--- config.mk ---
export PLATFORM = sky130hd
export DESIGN_NAME = seven_seg_capture
export DESIGN_NICKNAME = d
export VERILOG_FILES = /design/src/rtl/seven_seg_capture.sv
export SDC_FILE = /design/constraint.sdc
export NUM_CORES = 1
export LEC_CHECK = 0
export ABC_AREA = 1
export ABC_CLOCK_PERIOD_IN_PS = 2600
export CORE_ASPECT_RATIO = 1.2
export CORE_MARGIN = 5
export CORE_UTILIZATION = 33
export DETAILED_ROUTE_END_ITERATION = 8
export GPL_ROUTABILITY_DRIVEN = 1
export SKIP_CTS_REPAIR_TIMING = 1
export SYNTH_ARGS = -nofsm -noshare
export SYNTH_HDL_FRONTEND = slang
export SYNTH_SLANG_ARGS = --single-unit
--- constraint.sdc ---
create_clock -name clk -period 2.6 [get_ports clk]
set_input_delay 0.26 -clock clk [delete_from_list [all_inputs] [get_ports clk]]
set_output_delay 0.26 -clock clk [all_outputs]
set_load 0.01 [all_outputs]
--- src/rtl/seven_seg_capture.sv ---
// Monitors a multiplexed quad seven-segment display bus and recovers the hex value
// shown on each digit once its anode/segment pattern has been stable long enough.
module seven_seg_capture #(
   parameter int unsigned SETTLE_CYCLES = 4
) (
   input  logic       clk,
   input  logic       rst,
   input  logic       an3,
   input  logic       an2,
   input  logic       an1,
   input  logic       an0,
   input  logic       ca,
   input  logic       cb,
   input  logic       cc,
   input  logic       cd,
   input  logic       ce,
   input  logic       cf,
   input  logic       cg,
   input  logic       dp,
   output logic [3:0] val3,
   output logic [3:0] val2,
   output logic [3:0] val1,
   output logic [3:0] val0,
   output logic [3:0] digit_valid,
   output logic       frame_valid,
   output logic       decode_err,
   output logic [7:0] err_count
);

   localparam logic [7:0]  SETTLE_MAX  = 8'(SETTLE_CYCLES);
   localparam logic [7:0]  SETTLE_LAST = 8'(SETTLE_CYCLES - 1);
   localparam logic [11:0] BLANK       = 12'hFFF;

   logic [11:0] pins;
   logic [11:0] samp;
   logic [7:0]  cnt;
   logic [3:0]  seen;
   logic [3:0]  val_q [4];

   logic [3:0] s_an;
   logic       s_dp;
   logic [6:0] s_seg;
   logic       accept;
   logic       dec_hit;
   logic [3:0] dec_code;
   logic       single;
   logic [1:0] idx;
   logic [3:0] sel;
   logic       is_blank;
   logic       good;
   logic       bad;

   assign pins  = {an3, an2, an1, an0, dp, ca, cb, cc, cd, ce, cf, cg};
   assign s_an  = samp[11:8];
   assign s_dp  = samp[7];
   assign s_seg = samp[6:0];

   // One accept per stable window: the counter passes through SETTLE_LAST only once.
   assign accept   = (pins == samp) && (cnt == SETTLE_LAST);
   assign is_blank = (s_an == 4'hF);
   assign sel      = 4'b0001 << idx;
   assign good     = accept && single && s_dp && dec_hit;
   assign bad      = accept && !is_blank && !(single && s_dp && dec_hit);

   always_comb begin
      dec_hit  = 1'b1;
      dec_code = 4'h0;
      case (s_seg)
         7'b0000001: dec_code = 4'h0;
         7'b1001111: dec_code = 4'h1;
         7'b0010010: dec_code = 4'h2;
         7'b0000110: dec_code = 4'h3;
         7'b1001100: dec_code = 4'h4;
         7'b0100100: dec_code = 4'h5;
         7'b0100000: dec_code = 4'h6;
         7'b0001111: dec_code = 4'h7;
         7'b0000000: dec_code = 4'h8;
         7'b0000100: dec_code = 4'h9;
         7'b0001000: dec_code = 4'hA;
         7'b1100000: dec_code = 4'hB;
         7'b0110001: dec_code = 4'hC;
         7'b1000010: dec_code = 4'hD;
         7'b0110000: dec_code = 4'hE;
         7'b0111000: dec_code = 4'hF;
         default:    dec_hit  = 1'b0;
      endcase
   end

   always_comb begin
      single = 1'b0;
      idx    = 2'd0;
      case (s_an)
         4'b1110: begin single = 1'b1; idx = 2'd0; end
         4'b1101: begin single = 1'b1; idx = 2'd1; end
         4'b1011: begin single = 1'b1; idx = 2'd2; end
         4'b0111: begin single = 1'b1; idx = 2'd3; end
         default: ;
      endcase
   end

   always_ff @(posedge clk) begin
      if (rst) begin
         samp        <= BLANK;
         cnt         <= 8'd0;
         seen        <= 4'd0;
         digit_valid <= 4'd0;
         frame_valid <= 1'b0;
         decode_err  <= 1'b0;
         err_count   <= 8'd0;
         for (int i = 0; i < 4; i++) val_q[i] <= 4'd0;
      end else begin
         samp        <= pins;
         frame_valid <= 1'b0;
         decode_err  <= 1'b0;
         if (pins != samp)
            cnt <= 8'd0;
         else if (cnt != SETTLE_MAX)
            cnt <= cnt + 8'd1;

         if (good) begin
            val_q[idx]       <= dec_code;
            digit_valid[idx] <= 1'b1;
            if ((seen | sel) == 4'hF) begin
               frame_valid <= 1'b1;
               seen        <= 4'd0;
            end else begin
               seen <= seen | sel;
            end
         end

         if (bad) begin
            decode_err <= 1'b1;
            if (err_count != 8'hFF) err_count <= err_count + 8'd1;
         end
      end
   end

   assign val0 = val_q[0];
   assign val1 = val_q[1];
   assign val2 = val_q[2];
   assign val3 = val_q[3];

endmodule

==> results.json <==
{
  "worstPathRequired_ps": 2680,
  "finalHoldWorstSlack_ps": 455,
  "muxShareOfSynthArea_pct": 0,
  "die_h_um": 110,
  "critPathMaxFanout": 10,
  "path_clk_slew_ps": 110,
  "route.detailed.drc": 0,
  "wire_per_inst_um": 11.6,
  "clock_sinks": 54,
  "syn_area_um2": 2730,
  "worstSetupStartpointType": "flop",
  "powerDensity_nw_per_um2": 453,
  "grt_first_pass_wirelength_um": 10200,
  "cap_violations": 0,
  "r2r_start": "samp[6]$_SDFF_PP1_",
  "final.min_clock_period_ps": 2050,
  "slew_headroom_pct": 58.6,
  "power_mw": 1.53,
  "hold_violations": 0,
  "insertion_delay_ps": 320,
  "cts_tree": "done",
  "h-tree-depth": 2,
  "yosysWarnings": 0,
  "nets": 429,
  "ys_ff_latch": 54,
  "worst_hold_startpoint": "seen[0]$_SDFFE_PP0P_",
  "clockRootBuffer": "clkbuf_8",
  "die_w_um": 93.0,
  "critPathKind": "reg2reg",
  "ir_drop_uv": 164,
  "num-fill-cells": 833,
  "status": "finished clean",
  "clock.fmax_mhz": 487,
  "vias": 2343,
  "ant_nets": 0,
  "grt_pass1_vias": 2305,
  "pin_count": 44,
  "synth-simple-area-share_pct": 34.7,
  "grt.overflow.total": 0,
  "period_share_pct": 79.0,
  "drt_iter0_markers": 81,
  "cp_data_arrival_time_ps": 2140,
  "synth_seq_area_share_pct": 45.5,
  "syn_to_final_growth_pct": 24.1,
  "grt_max_degree": 19,
  "cts_made_buffers": 5,
  "setup_viol": 0,
  "placement_rows": 36,
  "synth_cells": 361,
  "core_um2": 8110,
  "clock_path_buffers": 2,
  "cp-end-kind": "flop",
  "synth_top_family_by_area": "simple AND/OR/NAND/NOR gates",
  "multi_input_area_um2": 1280,
  "synth_compound_area_share_pct": 6.05,
  "synthXorXnorAreaFrac_pct": 4.81,
  "hold_class": "reg2reg",
  "dieArea_um2": 10200,
  "rsz0062_at_grt": "no",
  "clock-skew-final_ps": 11.1,
  "syn_nets": 378,
  "drive_gt1_share_pct": 10.2,
  "start_util_pct": 33.7,
  "place_hpwl_um": 4600,
  "max_slew.worst_pin.slew_ps": 621,
  "track_usage_pct": 12.6,
  "setup-tns-final_ps": 0,
  "antenna_found_initial": 0,
  "yosys.area_share.adder_pct": 1.37,
  "portBuffers": 43,
  "syn_avg_cell_area_um2": 7.56,
  "regArea_um2": 1240,
  "wl_um": 5890,
  "design_area_um2": 3390,
  "synth.distinct_cells": 32,
  "insertedDiodeCount": 0,
  "startpoint": "samp[6]$_SDFF_PP1_",
  "dpl_cell_area_um2": 3300,
  "vias_per_cell": 4.61,
  "firstDrtPassIters": 4,
  "leakage_nw": 1.43,
  "gp_congestion": 0.872,
  "finalMaxSlewViolations": 0
}
[flip-flops by register name, indices dropped and copies added, names as in the netlist]
signal / count
val_q: 16
samp: 12
cnt: 8
err_count: 8
digit_valid: 4
seen: 4
decode_err: 1
frame_valid: 1
[cell usage after synthesis]
library cell / instances / area [um^2]
a21boi_4: 1 / 18.8
o21ai_2: 1 / 8.76
and3_1: 1 / 6.26
xnor2_1: 8 / 70.1
o21ai_1: 2 / 10.0
nand3_2: 4 / 40.0
edfxtp_1: 16 / 480
a21boi_0: 1 / 7.51
nand3_4: 1 / 17.5
nand2_2: 1 / 6.26
dfxtp_1: 38 / 761
nand4_2: 1 / 12.5
clkbuf_1: 3 / 11.3
xor2_1: 7 / 61.3
inv_2: 9 / 33.8
nand4_1: 15 / 93.8
o21ai_0: 4 / 20.0
nand3_1: 13 / 65.1
nand2_4: 1 / 11.3
inv_1: 43 / 161
nor2_2: 2 / 12.5
nor2_1: 52 / 195
ha_1: 3 / 37.5
and2_4: 1 / 8.76
or2_2: 4 / 25.0
a21oi_1: 17 / 85.1
nor3_1: 4 / 20.0
nand3b_1: 1 / 7.51
o21a_1: 2 / 15.0
nor2_4: 1 / 11.3
nand2_1: 100 / 375
nor3_2: 4 / 40.0
[layout make-up]
type	instances	share of cell area [%]
clock inverters	3	0.628
multi-input cells	252	37.9
clock buffers	5	2.03
well taps	95	3.51
inverters	52	5.76
flip-flops and latches	54	36.6
repair buffers	47	13.6
[worst max-delay path, cell delays in order (launching register included)]
cell and delay [ps]:
dfxtp_1 500, nor2_1 120, nand2_1 100, inv_2 60
nand2_1 70, nand3_1 80, nor2_2 220, nand3_2 200
nand3_4 190, o21ai_0 100, buf_4 190
[worst paths after layout]
kind | endpoint | slack, ps | depth (start not counted)
worst min-delay path | seen[0]$_SDFFE_PP0P_ | 450 | 2
worst max register to register | val_q[1][3]$_SDFFCE_PN0P_ | 550 | 10
worst min register to register | seen[0]$_SDFFE_PP0P_ | 450 | 2
worst max-delay path | val_q[1][3]$_SDFFCE_PN0P_ | 550 | 10
[cells by family after synthesis]
group                      Yosys count
AOI/OAI and AO/OA                   28
xor gates and xnor gates            15
adders and majority gates            3
buffers and inverters               55
DFF                                 54
and+or+nand+nor                    206
[layer usage]
layer	share of wire [%]	track usage, %
met5	0	0
met4	1.5	4.82
met3	4.6	3.29
met2	50	23.0
met1	44	13.9
[power breakdown]
part           switching (mW)  internal [mW]
Sequential             0.0180          0.887
Combinational          0.0788         0.0712
Clock                   0.289          0.190
Total                   0.386           1.15
[through the flow]
step / worst slack (ps) / util [%] / cells
after detailed placement: 259 / 40.7 / 500
final: 545 / 41.8 / 508
after global routing: 333 / 41.8 / 508
after floorplan: 675 / - / 361
after global placement: 320 / 40.7 / 500
after CTS: 538 / 41.8 / 508
[cell usage in the layout, fill, tap and decap left out, drive strengths merged, types with 2 or more instances in the layout]
cell	instances
nor2	55
xnor2	8
clkinv	3
nand4	16
dfxtp	38
ha	3
inv	52
o21ai	7
a21boi	2
nand2	102
edfxtp	16
a21oi	17
buf	4
o21a	2
clkdlybuf4s50	43
xor2	7
nand3	18
clkbuf	5
or2	4
nor3	8
(Power assumes the default switching activity.)
